===== src/rtl/logic_unit_pipe.sv =====
// logic_unit_pipe: two-stage pipelined bitwise logic unit with valid/ready on both sides.
//   S1 captures op/operands; S2 computes and registers result plus zero/parity flags.
// Parameters: WIDTH  operand/result width (1..64).
// Ports:
//   clk, rst_n              clock, asynchronous active-low reset
//   in_valid/in_ready       input handshake (in_ready is combinational)
//   in_op, in_a, in_b       operation select and operands
//   in_flush                synchronous clear of both pipeline valids
//   out_valid/out_ready     output handshake
//   out_result/out_zero/out_parity  registered result and flags
// Optional: define LOGIC_UNIT_CNT_EN to add out_count, a 16-bit wrapping
//   count of completed output transfers (unaffected by in_flush).
module logic_unit_pipe #(
  parameter int unsigned WIDTH = 8
) (
  input  logic             clk,
  input  logic             rst_n,
  input  logic             in_valid,
  output logic             in_ready,
  input  logic [2:0]       in_op,
  input  logic [WIDTH-1:0] in_a,
  input  logic [WIDTH-1:0] in_b,
  input  logic             in_flush,
  output logic             out_valid,
  input  logic             out_ready,
  output logic [WIDTH-1:0] out_result,
  output logic             out_zero,
  output logic             out_parity
`ifdef LOGIC_UNIT_CNT_EN
  ,
  output logic [15:0]      out_count
`endif
);

  localparam int unsigned OP_W  = 3;
  localparam int unsigned CNT_W = 16;

  typedef struct packed {
    logic [OP_W-1:0]  op;
    logic [WIDTH-1:0] a;
    logic [WIDTH-1:0] b;
  } s1_payload_t;

  // Pipeline state
  logic             s1_valid_q, s1_valid_d;
  s1_payload_t      s1_data_q, s1_data_d;
  logic             s2_valid_q, s2_valid_d;
  logic [WIDTH-1:0] result_q, result_d;
  logic             zero_q, zero_d;
  logic             parity_q, parity_d;

  logic             out_xfer_c;
  logic             s2_load_c;
  logic             s1_adv_c;
  logic             in_xfer_c;
  logic [WIDTH-1:0] s2_result_c;

  // Handshake and advance decisions
  always_comb begin
    out_xfer_c = s2_valid_q && out_ready;
    s2_load_c  = !s2_valid_q || out_xfer_c;
    s1_adv_c   = s1_valid_q && s2_load_c;
    in_ready   = (!s1_valid_q || s2_load_c) && !in_flush;
    in_xfer_c  = in_valid && in_ready;
  end

  // Bitwise operation on the S1 contents
  always_comb begin
    s2_result_c = '0;
    unique case (s1_data_q.op)
      3'b000:  s2_result_c = s1_data_q.a & s1_data_q.b;
      3'b001:  s2_result_c = s1_data_q.a | s1_data_q.b;
      3'b010:  s2_result_c = s1_data_q.a ^ s1_data_q.b;
      3'b011:  s2_result_c = ~(s1_data_q.a ^ s1_data_q.b);
      3'b100:  s2_result_c = ~(s1_data_q.a & s1_data_q.b);
      3'b101:  s2_result_c = ~(s1_data_q.a | s1_data_q.b);
      3'b110:  s2_result_c = ~s1_data_q.a;
      default: s2_result_c = s1_data_q.a;
    endcase
  end

  // Next-state for both stages; flush only drops valids, data may stay stale
  always_comb begin
    s1_valid_d = s1_valid_q;
    s1_data_d  = s1_data_q;
    s2_valid_d = s2_valid_q;
    result_d   = result_q;
    zero_d     = zero_q;
    parity_d   = parity_q;

    if (in_xfer_c) begin
      s1_data_d = '{op: in_op, a: in_a, b: in_b};
    end
    if (!s1_valid_q || s2_load_c) begin
      s1_valid_d = in_xfer_c;
    end

    if (s1_adv_c) begin
      result_d = s2_result_c;
      zero_d   = (s2_result_c == '0);
      parity_d = ^s2_result_c;
    end
    if (s2_load_c) begin
      s2_valid_d = s1_valid_q;
    end

    if (in_flush) begin
      s1_valid_d = 1'b0;
      s2_valid_d = 1'b0;
    end
  end

  always_ff @(posedge clk or negedge rst_n) begin
    if (!rst_n) begin
      s1_valid_q <= 1'b0;
      s1_data_q  <= '0;
      s2_valid_q <= 1'b0;
      result_q   <= '0;
      zero_q     <= 1'b0;
      parity_q   <= 1'b0;
    end else begin
      s1_valid_q <= s1_valid_d;
      s1_data_q  <= s1_data_d;
      s2_valid_q <= s2_valid_d;
      result_q   <= result_d;
      zero_q     <= zero_d;
      parity_q   <= parity_d;
    end
  end

  assign out_valid  = s2_valid_q;
  assign out_result = result_q;
  assign out_zero   = zero_q;
  assign out_parity = parity_q;

`ifdef LOGIC_UNIT_CNT_EN
  // Completed-transfer counter; wraps naturally at 16 bits
  logic [CNT_W-1:0] count_q, count_d;

  always_comb begin
    count_d = count_q + CNT_W'(out_xfer_c);
  end

  always_ff @(posedge clk or negedge rst_n) begin
    if (!rst_n) begin
      count_q <= '0;
    end else begin
      count_q <= count_d;
    end
  end

  assign out_count = count_q;
`endif

endmodule


===== config.mk =====
export PLATFORM = sky130hd
export DESIGN_NAME = logic_unit_pipe
export DESIGN_NICKNAME = d
export VERILOG_FILES = /design/src/rtl/logic_unit_pipe.sv
export SDC_FILE = /design/constraint.sdc
export NUM_CORES = 1
export LEC_CHECK = 0
export CAP_MARGIN = 40
export CORE_UTILIZATION = 46
export DETAILED_ROUTE_END_ITERATION = 10
export DONT_BUFFER_PORTS = 1
export PLACE_DENSITY = 0.65
export SLEW_MARGIN = 20
export SYNTH_ARGS = -nofsm -noshare
export SYNTH_HDL_FRONTEND = slang
export SYNTH_SLANG_ARGS = --single-unit

===== constraint.sdc =====
create_clock -name clk -period 2.3 [get_ports clk]
set_input_delay 0.345 -clock clk [delete_from_list [all_inputs] [get_ports clk]]
set_output_delay 0.345 -clock clk [all_outputs]
set_load 0.005 [all_outputs]

Yosys cells after proc, flatten, opt, wreduce, memory -nomap -nowiden --
Index checks and enable logic that the tools add are counted.
Operators by class: equality and inequality tests 6, bitwise logic cells 7, muxes and demuxes 5, reductions and logical operators 14
Operator list (count):
- $pmux 8 s7 | 1
- $not 8->8 | 4
- $eq 3x3->1 const B | 3
- $and 8x8->8 | 1
- $logic_not 8->1 | 1
- $or 8x8->8 | 1
- $reduce_xor 8->1 | 1
- $xor 8x8->8 | 1
- $eq 3x2->1 const B | 2
- $logic_and 1x1->1 | 4
- $mux 1 | 4
- $reduce_bool 2->1 | 2
- $eq 3x1->1 const B | 1
- $logic_not 1->1 | 3
- $logic_not 3->1 | 1
- $logic_or 1x1->1 | 2
Storage, ports and cells: output and inout port bits 12, input port bits 24, register bits after elaboration 31

Logic depth before layout (Yosys ltp) --
Gate-level depths: netlist (run 1).
depth after elaboration 7, depth in mapped cells 10, depth with buffers taken out 10

Worst setup path after synthesis (run 1) --
No wires, ideal clock.
kind register -> register, from reg s1_data_q[11] (netlist name), to reg parity_q, in the netlist out_parity, slack 0.202 ns, setup time 0.136 ns, arrival time 1.962 ns, cell stages (with the launch flop) 10, cells stage by stage dfrtp_1 ha_1 or4b_4 o21ai_2 a21oi_2 o2bb2ai_2 ha_1 xnor2_1 xnor2_1 o21ai_0
On the way: longest elaborated chain between the ends 4
Ends and longest elaborated chain:
- start: declaration | line 46 | s1_payload_t s1_data_q, s1_data_d;
- start signal: assignment | line 123 | s1_data_q <= s1_data_d;
- $or 8x8->8 (tied with other cells) | line 72, 76
- $not 8->8 (on tied branches) | line 76, 74, 75
- $pmux 8 s7 (*) | line 70 | unique case (s1_data_q.op)
- $reduce_xor 8->1 (*) | line 101 | parity_d = ^s2_result_c;
- end signal: assignment | line 127 | parity_q <= parity_d;
- end: declaration | line 50 | logic parity_q, parity_d;
Mark *: on every way between the ends. The rest lies on a longest branch, timed or not. A chain may end at the register's enable or synchronous reset.

Worst setup path after layout (run 1) --
from reg s1_data_q[15] (netlist name), to reg parity_q, in the netlist out_parity
Same word-level chain as after synthesis.

==> metrics, run 1 <==
Worst Hold Class input pin to flop; # setup viols final 0; most common cell in the netlist dfrtp_1; Seq/Total Area, Yosys 38.1%; worst-path fanout max 5; Buf/Inv on CP 1; Starting Density 49.5%; Hold Worst Slack 0.116 ns; Clock Latency Late Sink 0.28 ns; Via density 5.55; hold path start in_flush; First-pass DRT Iterations 4; #FFs+latches synth 31; mux cell area share after synthesis 16.1%; CP Cell Sequence inv_1, ha_1, xor2_1, o211ai_1, nand3_1, o21ai_2, ha_1, xnor2_1, xnor2_1, o21ai_0; Port-buffer cells 0; Slew Viols, Final 0; CP startpoint s1_data_q[15]$_DFFE_PN0P_; post-synthesis net count 242; Clock Path Buffers 2; share of cells above drive strength 1 25.1%; Synth Area in Simple Gates 9.15%; relative slew slack 56.2%; outcome completed; switch share 33.3%; Peak Freq 463 MHz; clk_skew 0.00683 ns; cell total after placement 242; synth top area cells dfrtp_1, ha_1, mux2_2, xnor2_1, mux2i_1; Max-Cap Viols 0; Switching Power 0.000710 W; CTS Buf Count 5; post-place setup slack 0.00269 ns; Comb pwr share 40.2%; Die Y 68.6 um; delay of the slowest cell on the worst path 0.44 ns; DRT iter0 DRCs 72; WL/cell 15.9 um; width of the chip 68.6 um; largest family of logic cells by synthesized area multiplexers; Die Area 4700 sq um; first-pass GRT wire length 6.22 mm; Syn Inst Count 198; register share of total power 35.4%; Post-synth top flop dfrtp_1; antenna-violating nets left 0; Final #Nets 247; Final Hold Fails 0; grt ovf 0; Crit path required time 2.44 ns; n_diodes 0; min Tclk post-route 2.16 ns; fin crit share 93.8%; post-synth top area share 38.1%; CTS tree done; Startpoint Class flop; Commonest cells post-synth dfrtp_1, mux2_2, ha_1; area grow syn2layout 11.6%; CP Capture Type flop; initial antenna violation count 0; Clock power frac 24.3%; Routed Wire Length 4.01 mm; gpl congestion 0.717; CTS Sinks 31; worst slew pin tran 0.657 ns; max layer used met4; Worst EP arrival 2.30 ns; H-tree depth 2; delay-heaviest family, CP adder cells; kind of critical path flop to flop; vias in the first global route 1404; compound-cell area share of the yosys netlist 11.9%; DR vias 1404; Post-Synth Adder-Cell Area 12.3%; internal power 0.00142 W; DP Wirelength 2.83 mm; core area 4120 sq um; largest net degree at the start of global routing 32; worst r2r src s1_data_q[15]$_DFFE_PN0P_; met3 WL 179 um; cell taking the most area after synthesis dfrtp_1; wire length on met1 1.59 mm; Register Area 777 sq um; Filler Cell Count 355; Post-Synth XOR/XNOR Area 5.16%; peak supply drop 0.000310 V; Post-synth ARST share 100%; Total GRT Usage 18.6%; met2 WL 2.18 mm; PnR worst setup slack 0.142 ns; Root Buffer clkbuf_8; Leak 1.04 nW; CP max stage cell dfrtp_1; I/O pins 36; warnings from Yosys 0; Mapped Avg Cell Area 10.3 sq um; clk slew on worst S/H paths 0.07 ns; power per cell area 937 nW/um^2; Row Count 23; synthesized cell area 2040 sq um; non-filler cells in the finished layout 253; Yosys cell types 35; Final TNS setup 0 ns; multi-input logic area 1150 sq um; # DRC 0; Post-synth EDFFs 0
-- cell type report --
class | count | area share, %
Timing Repair Buffer | 10 | 5.06
Inverter | 18 | 2.97
Clock inverter | 1 | 1.32
Clock buffer | 6 | 3.19
Tap cell | 50 | 2.75
Sequential cell | 31 | 34.2
Multi-Input combinational cell | 137 | 50.5
-- per-stage QoR --
step                utilization [%]  instance area [sq um]  power [W]
detailed placement             50.7                   2090    0.00154
finish                         55.3                   2270    0.00213
floorplan                         -                   2040    0.00139
CTS                            54.0                   2220    0.00207
global placement               50.7                   2090    0.00149
global route                   55.3                   2270    0.00229
-- placed cells by master, fill, tap and decap left out, types with 6 or more instances in the layout --
| cell type | netlist | final |
|---|---|---|
| inv_1 | 18 | 18 |
| buf_4 | 4 | 6 |
| a21oi_1 | 8 | 8 |
| o21ai_0 | 12 | 10 |
| nor2_1 | 9 | 9 |
| ha_1 | 20 | 19 |
| mux2_2 | 22 | 22 |
| nand2_1 | 14 | 14 |
| o21ai_1 | 6 | 7 |
| xnor2_1 | 11 | 10 |
| dfrtp_1 | 31 | 30 |
| mux2i_1 | 8 | 8 |
-- final timing paths --
check | endpoint | slack (ns) | cells past startpoint
worst max-delay path | out_parity$_DFFE_PN0P_ | 0.14 | 10
worst min-delay path | out_valid$_DFFE_PN0P_ | 0.12 | 1
worst max register to register | out_parity$_DFFE_PN0P_ | 0.14 | 10
worst min register to register | out_zero$_DFFE_PN0P_ | 0.52 | 2
max in group asynchronous | s1_data_q[17]$_DFFE_PN0P_ | 1.58 | 2
min in group asynchronous | s1_data_q[1]$_DFFE_PN0P_ | 0.53 | 2
-- metal layers --
layer  track usage, %  vias to the layer above
met4             9.11                        0
li1                 -                      680
met3             5.10                        4
met5                0                        -
met1             19.4                      693
met2             34.1                       27
-- flip-flops by register name (all words and copies together), names as in the netlist --
register	count
out_parity	1
out_result	8
out_valid	1
out_zero	1
s1_data_q	19
s1_valid_q	1
-- cell families after synthesis --
family / count (synthesis)
AO/OA/AOI/OAI: 39
XOR/XNOR: 12
adder cells (fa/ha/maj): 20
buffers and inverters: 30
flip-flops: 31
multiplexers: 30
AND/OR/NAND/NOR: 36
-- worst register-to-register path, delay by kind of cell, from the launching register on --
kind            cells  cell delay (ns)
simple gates        1             0.13
fa+ha+maj           2             0.55
xor+xnor            3             0.47
compound gates      3             0.36
buf+inv             1             0.07
flops               1             0.44
-- power by group through the flow --
stage	clock, W	combinational [W]	sequential (W)
floorplan	0	0.000651	0.000735
global placement	0	0.000727	0.000764
detailed placement	0	0.000763	0.000773
CTS	0.000525	0.000786	0.000763
global route	0.000550	0.000970	0.000771
finish	0.000519	0.000858	0.000756
-- what timing repair did --
action                                  4_1_cts  5_1_grt
cloned                                        0        0
buffers inserted                              0        2
pin swaps                                     0        3
hold buffers                                  2        0
resized for setup                             1        7
endpoints found under the setup margin        1        1
endpoints found under the hold margin        31        0
No activity file was read; power rests on OpenSTA's default activity.
==> run 2, diff against run 1 <==
==> constraint.sdc (replaced) <==
create_clock -name clk -period 2 [get_ports clk]
set_input_delay 0.3 -clock clk [delete_from_list [all_inputs] [get_ports clk]]
set_output_delay 0.3 -clock clk [all_outputs]
set_load 0.005 [all_outputs]
==> run 2 against run 1 <==
  * The run now ends with setup timing left
  * Worst setup slack worse by 0.25 ns
  * Register-to-register slack got worse by 0.25 ns
  * Critical path depth is 1 lower
==> metrics, run 2 (synthesis results as in run 1) <==
outcome complete, but fails checks; violated checks setup timing; power per cell area 1090 nW/um^2 (+16%); PnR worst setup slack -0.109 ns (-0.252 ns); core area 4120 sq um (unchanged); # setup viols final 1 (+1); CTS tree done; post-place setup slack -0.176 ns (-0.179 ns); I/O pins 36 (unchanged); Die Area 4700 sq um (unchanged); CP max stage cell dfrtp_1; Leak 1.14 nW (+9.7%); relative slew slack 56.4% (+0.17 points); internal power 0.00183 W (+29%); area grow syn2layout 22.9%; Largest register FFs 19 (unchanged); Clock Latency Late Sink 0.28 ns (about the same); Port-buffer cells 0 (unchanged); Die Y 68.6 um (unchanged); met3 Track Usage GR 5.92% (+0.82 points); # DRC 0 (unchanged); kind of critical path flop to flop; most common cell after layout, fill and taps aside dfrtp_1; met2 Use GR 36.8% (+2.7 points); vias in the first global route 1485 (+5.8%); width of the chip 68.6 um (unchanged); Slew Viols, Final 0 (unchanged); Final Hold Fails 0 (unchanged); delay of the slowest cell on the worst path 0.35 ns (-0.09 ns); Row Count 23 (unchanged); RSZ-0062 raised after global routing yes; CP Capture Type flop; Routed Wire Length 4.14 mm (+3.2%); WL/cell 15.2 um (-4.0%); Buf/Inv on CP 1 (unchanged); GRT busiest layer met2; gpl congestion 0.744 (+3.7%); clk slew on worst S/H paths 0.06 ns (about the same); Starting Density 49.5% (unchanged); Worst EP arrival 2.25 ns (-0.05 ns); Switching Power 0.000891 W (+26%); Clock Path Buffers 2 (unchanged); first-pass GRT wire length 6.36 mm (+2.2%); largest net degree at the start of global routing 32 (unchanged); delay-heaviest family, CP adder cells; Final #Nets 266 (+7.7%); DP Wirelength 2.90 mm (+2.5%); n_diodes 0 (unchanged); Final TNS setup -0.109 ns (-0.109 ns); Peak Freq 474 MHz (+2.3%); share of cells above drive strength 1 37.4% (+12 points); fin crit share 105% (+12 points); antenna-violating nets left 0 (unchanged); grt ovf 0 (unchanged); worst slew pin tran 0.654 ns (-0.00249 ns); CP Cell Sequence inv_1, ha_2, mux2i_1, a21boi_1, o32ai_2, ha_4, xnor2_2, xnor2_1, o21ai_1; CTS Buf Count 5 (unchanged); Via density 5.31 (-4.4%); H-tree depth 2 (unchanged); Root Buffer clkbuf_8; peak supply drop 0.000491 V (+58%); register share of total power 31.7% (-3.7 points); met1 Usage GRT 18.4% (-0.97 points); Max-Cap Viols 0 (unchanged); min Tclk post-route 2.11 ns (-0.0483 ns); First-pass DRT Iterations 3 (-1); Total GRT Usage 19.2% (+0.55 points); Comb pwr share 46.8% (+6.6 points); Worst Hold Class input pin to flop; initial antenna violation count 0 (unchanged); most frequent cells in the layout dfrtp_1, buf_4, mux2_2, inv_1; DRT iter0 DRCs 43 (-40%); Largest Register s1_data_q; Clock power frac 21.5% (-2.8 points); DR vias 1443 (+2.8%); switch share 32.7% (-0.59 points); worst-path fanout max 2 (-3); clk_skew 0.00562 ns (-0.00120 ns); CTS Sinks 31 (unchanged); Startpoint Class flop; Crit path required time 2.14 ns (-0.30 ns)
[run 2: changes by cell type in the layout (fill, tap and decap cells not counted), sizes merged]
cell  change
buf      +19
[run 2: per-stage QoR]
stage	hold WS, ns	util [%]	total power, W	cells	area (sq um)
finish	0.0727	60.9	0.00273	272	2500
global route	0.0583	60.9	0.00294	272	2500
floorplan	0.00441	-	0.00159	198	2040
detailed placement	0.00524	53.9	0.00189	259	2220
CTS	0.0626	57.6	0.00256	268	2370
global placement	0.00525	53.9	0.00183	259	2220
[run 2: final cells by class]
type / instances / area [sq um]
clock inverters: 1 / 30.0
fillers: 346 / 1610
flip-flops and latches: 31 / 776
multi-input cells: 137 / 1240
inverters: 18 / 67.6
repair buffers: 29 / 258
clock buffers: 6 / 72.6
well taps: 50 / 62.6
[run 2: repair_timing]
item,4_1_cts,5_1_grt
hold buffers,2,0
endpoints found under the hold margin,31,0
setup endpoints to repair,1,1
cloned,0,0
buffers inserted,0,4
resized for setup,6,18
pin swaps,1,12
[run 2: power groups by stage]
stage	Clock, W	Sequential, W	Combinational [W]
6_report	0.000585	0.000865	0.00128
5_1_grt	0.000634	0.000884	0.00142
4_1_cts	0.000602	0.000869	0.00109
3_5_place_dp	0	0.000880	0.00101
3_3_place_gp	0	0.000871	0.000959
2_1_floorplan	0	0.000845	0.000749
[run 2: worst reg2reg max path: stages (launching register included)]
cell and delay [ns]:
dfrtp_1 0.35, inv_1 0.06, ha_2 0.33, mux2i_1 0.17, a21boi_1 0.08, o32ai_2 0.34
ha_4 0.27, xnor2_2 0.16, xnor2_1 0.13, o21ai_1 0.08
[run 2: metal layers]
layer  vias to the layer above  routed length (um)  part of all wire [%]
li1                        719                   -                     -
met1                       696                1590                    38
met2                        22                2320                    56
met3                         6                 164                   4.0
met4                         0                  69                   1.7
met5                         -                   0                     0
[run 2: worst paths after layout]
kind,depth (start not counted),end,slack (ns),start
max reg2reg,9,out_parity$_DFFE_PN0P_,-0.11,s1_data_q[9]$_DFFE_PN0P_
min,1,s1_valid_q$_DFFE_PN0P_,0.07,in_flush
min reg2reg,2,out_zero$_DFFE_PN0P_,0.51,out_zero$_DFFE_PN0P_
max,9,out_parity$_DFFE_PN0P_,-0.11,s1_data_q[9]$_DFFE_PN0P_
max in group asynchronous,2,s1_data_q[2]$_DFFE_PN0P_,1.33,rst_n
min in group asynchronous,2,out_result[3]$_DFFE_PN0P_,0.49,rst_n
==> run 3, diff against run 2 <==
--- a/config.mk
+++ b/config.mk
@@ -5,6 +5,7 @@
 export SDC_FILE = /design/constraint.sdc
 export NUM_CORES = 1
 export LEC_CHECK = 0
+export ABC_AREA = 1
 export CAP_MARGIN = 40
 export CORE_UTILIZATION = 46
 export DETAILED_ROUTE_END_ITERATION = 10
==> run 3 against run 2 <==
  * Flip-flop and latch count did not move
  * Via count rose by 47%
  * The run now ends clean
  * Critical path depth rose by 2
  * Sequential power fell by 2.4%
  * Core utilization fell by 1.6 points
  * Maximum frequency rose by 7.1%
  * Register-to-register slack improved by 0.14 ns
  * Sequential share of layout area fell by 3.1 points
  * Worst hold slack improved by 0.021 ns
  * First-iteration DRC count rose to 3.9 times the previous value
==> metrics, run 3 <==
WP depth 11 (+2); Worst Hold Class input pin to flop; Die Area 5170 sq um (+9.9%); H-tree depth 2 (unchanged); hold depth 1 (unchanged); worst-path fanout max 7 (+5); Starting Density 47.5% (-2.0 points); Yosys cell types 22 (-37%); Mapped Avg Cell Area 7.11 sq um (-31%); delay of the slowest cell on the worst path 0.51 ns (+0.16 ns); Via density 5.20 (-2.0%); Crit path required time 2.16 ns (+0.02 ns); n_diodes 0 (unchanged); delay-heaviest family, CP flip-flops; mux cell area share after synthesis 0% (-16 points); Post-Synth XOR/XNOR Area 1.17% (-4.0 points); synth top area cells dfrtp_1, nand2_1, ha_1, nand4_1, nand3_1; Worst EP arrival 2.13 ns (-0.12 ns); fin crit share 98.5% (-7.0 points); first-pass GRT wire length 9.12 mm (+43%); Post-synth EDFFs 0 (unchanged); # setup viols final 0 (-1); DRT iter0 DRCs 169 (+290%); First-pass DRT Iterations 4 (+1); Final Hold Fails 0 (unchanged); post-synthesis net count 360 (+49%); largest family of logic cells by synthesized area simple AND/OR/NAND/NOR gates; CP Cell Sequence buf_12, buf_6, nand4_1, nand2_1, nor2_1, nand2_1, nand2_1, ha_4, xnor2_2, xnor2_1, o21ai_1; CP max stage cell dfrtp_2; warnings from Yosys 0 (unchanged); worst slew pin tran 0.420 ns (-0.234 ns); RSZ-0062 raised after global routing yes; Slew Viols, Final 0 (unchanged); Port-buffer cells 0 (unchanged); I/O pins 36 (unchanged); area grow syn2layout 24.6%; Routed Wire Length 5.66 mm (+37%); CP Capture Type flop; largest net degree at the start of global routing 40 (+25%); Peak Freq 508 MHz (+7.1%); Startpoint Class flop; Largest Register s1_data_q; Syn Inst Count 316 (+60%); outcome completed; Core Util, Final 59.3% (-1.6 points); kind of critical path flop to flop; Buf/Inv on CP 2 (+1); CTS Buf Count 5 (unchanged); synthesized cell area 2250 sq um (+10%); compound-cell area share of the yosys netlist 5.57% (-6.3 points); hold path start in_flush; peak supply drop 0.000370 V (-25%); relative slew slack 72.0% (+16 points); DR vias 2127 (+47%); non-filler cells in the finished layout 409 (+50%); width of the chip 71.9 um (+4.8%); share of cells above drive strength 1 20.2% (-17 points); Worst R2R End out_parity$_DFFE_PN0P_; grt ovf 0 (unchanged); Root Buffer clkbuf_8; cell taking the most area after synthesis dfrtp_1; CTS tree done; length in cells of the worst reg-to-reg path 11 (+2); # DRC 0 (unchanged); vias in the first global route 2067 (+39%); gpl congestion 0.903 (+21%); initial antenna violation count 0 (unchanged); Post-synth ARST share 100% (unchanged); Worst R2R Setup Slack 0.03 ns (+0.14 ns); Leak 1.48 nW (+29%); Total GRT Usage 23.0% (+3.9 points); Die Y 71.9 um (+4.8%); hold worst-path end s1_valid_q$_DFFE_PN0P_; CTS Sinks 31 (unchanged); cell total after placement 395 (+53%); core area 4720 sq um (+15%); min Tclk post-route 1.97 ns (-0.140 ns); Post-synth top flop dfrtp_1; dpl cell area 2470 sq um (+11%); worst r2r src s1_data_q[17]$_DFFE_PN0P_; Hold Worst Slack 0.0935 ns (+0.0208 ns); Row Count 25 (+8.7%); post-synth top area share 34.5% (-3.5 points); DP Wirelength 3.83 mm (+32%); most common cell in the netlist nand2_1; most common cell after layout, fill and taps aside nand2_1; Filler Cell Count 417 (+21%); clk slew on worst S/H paths 0.07 ns (about the same); Clock Latency Late Sink 0.29 ns (about the same); Synth Area in Simple Gates 36.5% (+27 points); WL/cell 13.8 um (-9.1%); Commonest cells post-synth nand2_1, inv_1, nor2_1; Max-Cap Viols 0 (unchanged); #FFs+latches synth 31 (unchanged); power per cell area 911 nW/um^2 (-16%); Post-Synth Adder-Cell Area 11.1% (-1.1 points); Finished Cell Area 2800 sq um (+12%); Final #Nets 385 (+45%); clk_skew 0.00520 ns (-0.000421 ns); Largest register FFs 19 (unchanged); most frequent cells in the layout nand2_1, inv_1, nor2_1, dfrtp_1, nand3_1; Clock Path Buffers 2 (unchanged); antenna-violating nets left 0 (unchanged); most used cell, CP nand2_1; Seq/Total Area, Yosys 34.5% (-3.5 points)
## run 3: changes by cell type in the layout (fill, tap and decap cells not counted), moves of 8 or more
cell	previous run	this run
nand3_1	2	27
mux2i_1	8	0
nand2_1	14	76
nor2_1	8	33
mux2_2	22	0
inv_1	17	36
a21oi_1	5	21
xnor2_1	9	1
nand4_1	1	24
## run 3: stage by stage
step	TNS [ns]	setup slack [ns]	total power, W
6_report	0	0.0302	0.00255
5_1_grt	-0.113	-0.113	0.00274
4_1_cts	0	0.00262	0.00233
3_5_place_dp	-0.0689	-0.0689	0.00173
3_3_place_gp	-0.0244	-0.0244	0.00171
2_1_floorplan	0	0.134	0.00146
## run 3: repair_timing
action | CTS | global route
gates cloned | 0 | 1
gates resized for setup | 6 | 30
setup buffers | 1 | 3
setup endpoints to repair | 1 | 1
hold buffers | 2 | 0
pin swaps | 1 | 17
hold endpoints to repair | 31 | 0
## run 3: worst max path at each step
stage | startpoint | to | slack, ns
final | s1_data_q[17]$_DFFE_PN0P_ | out_parity$_DFFE_PN0P_ | 0.03
after global routing | s1_data_q[16]$_DFFE_PN0P_ | out_parity$_DFFE_PN0P_ | -0.11
after CTS | s1_data_q[17]$_DFFE_PN0P_ | out_parity$_DFFE_PN0P_ | 0.003
after detailed placement | s1_data_q[17]$_DFFE_PN0P_ | out_parity$_DFFE_PN0P_ | -0.07
after global placement | s1_data_q[18]$_DFFE_PN0P_ | out_parity$_DFFE_PN0P_ | -0.02
after floorplan | s1_data_q[18]$_DFFE_PN0P_ | out_parity$_DFFE_PN0P_ | 0.13
## run 3: layout make-up
class / count / area, sq um / area share (%)
Sequential cell: 31 / 779 / 27.8
Clock buffer: 8 / 100 / 3.58
Timing Repair Buffer: 32 / 323 / 11.5
Multi-Input combinational cell: 230 / 1350 / 48.2
Tap cell: 67 / 83.8 / 3.00
Inverter: 41 / 164 / 5.86
## run 3: cells by family (layout without fill, tap and decap cells)
group	count (synthesis)	after routing
fa+ha+maj	20	20
simple gates	181	182
compound gates	25	25
buf+inv	56	81
xor+xnor	3	3
flops	31	31
## run 3: power breakdown
| part | switching, W | total (W) | internal, W |
|---|---|---|---|
| clock | 0.000246 | 0.000560 | 0.000314 |
| combinational | 0.000604 | 0.00115 | 0.000541 |
| sequential | 0.000101 | 0.000844 | 0.000743 |
## run 3: per-layer routing
layer,part of all wire (%),track usage (%)
met1,43,27.1
met2,49,37.9
met3,5.2,5.77
met4,2.7,13.5
met5,0,0
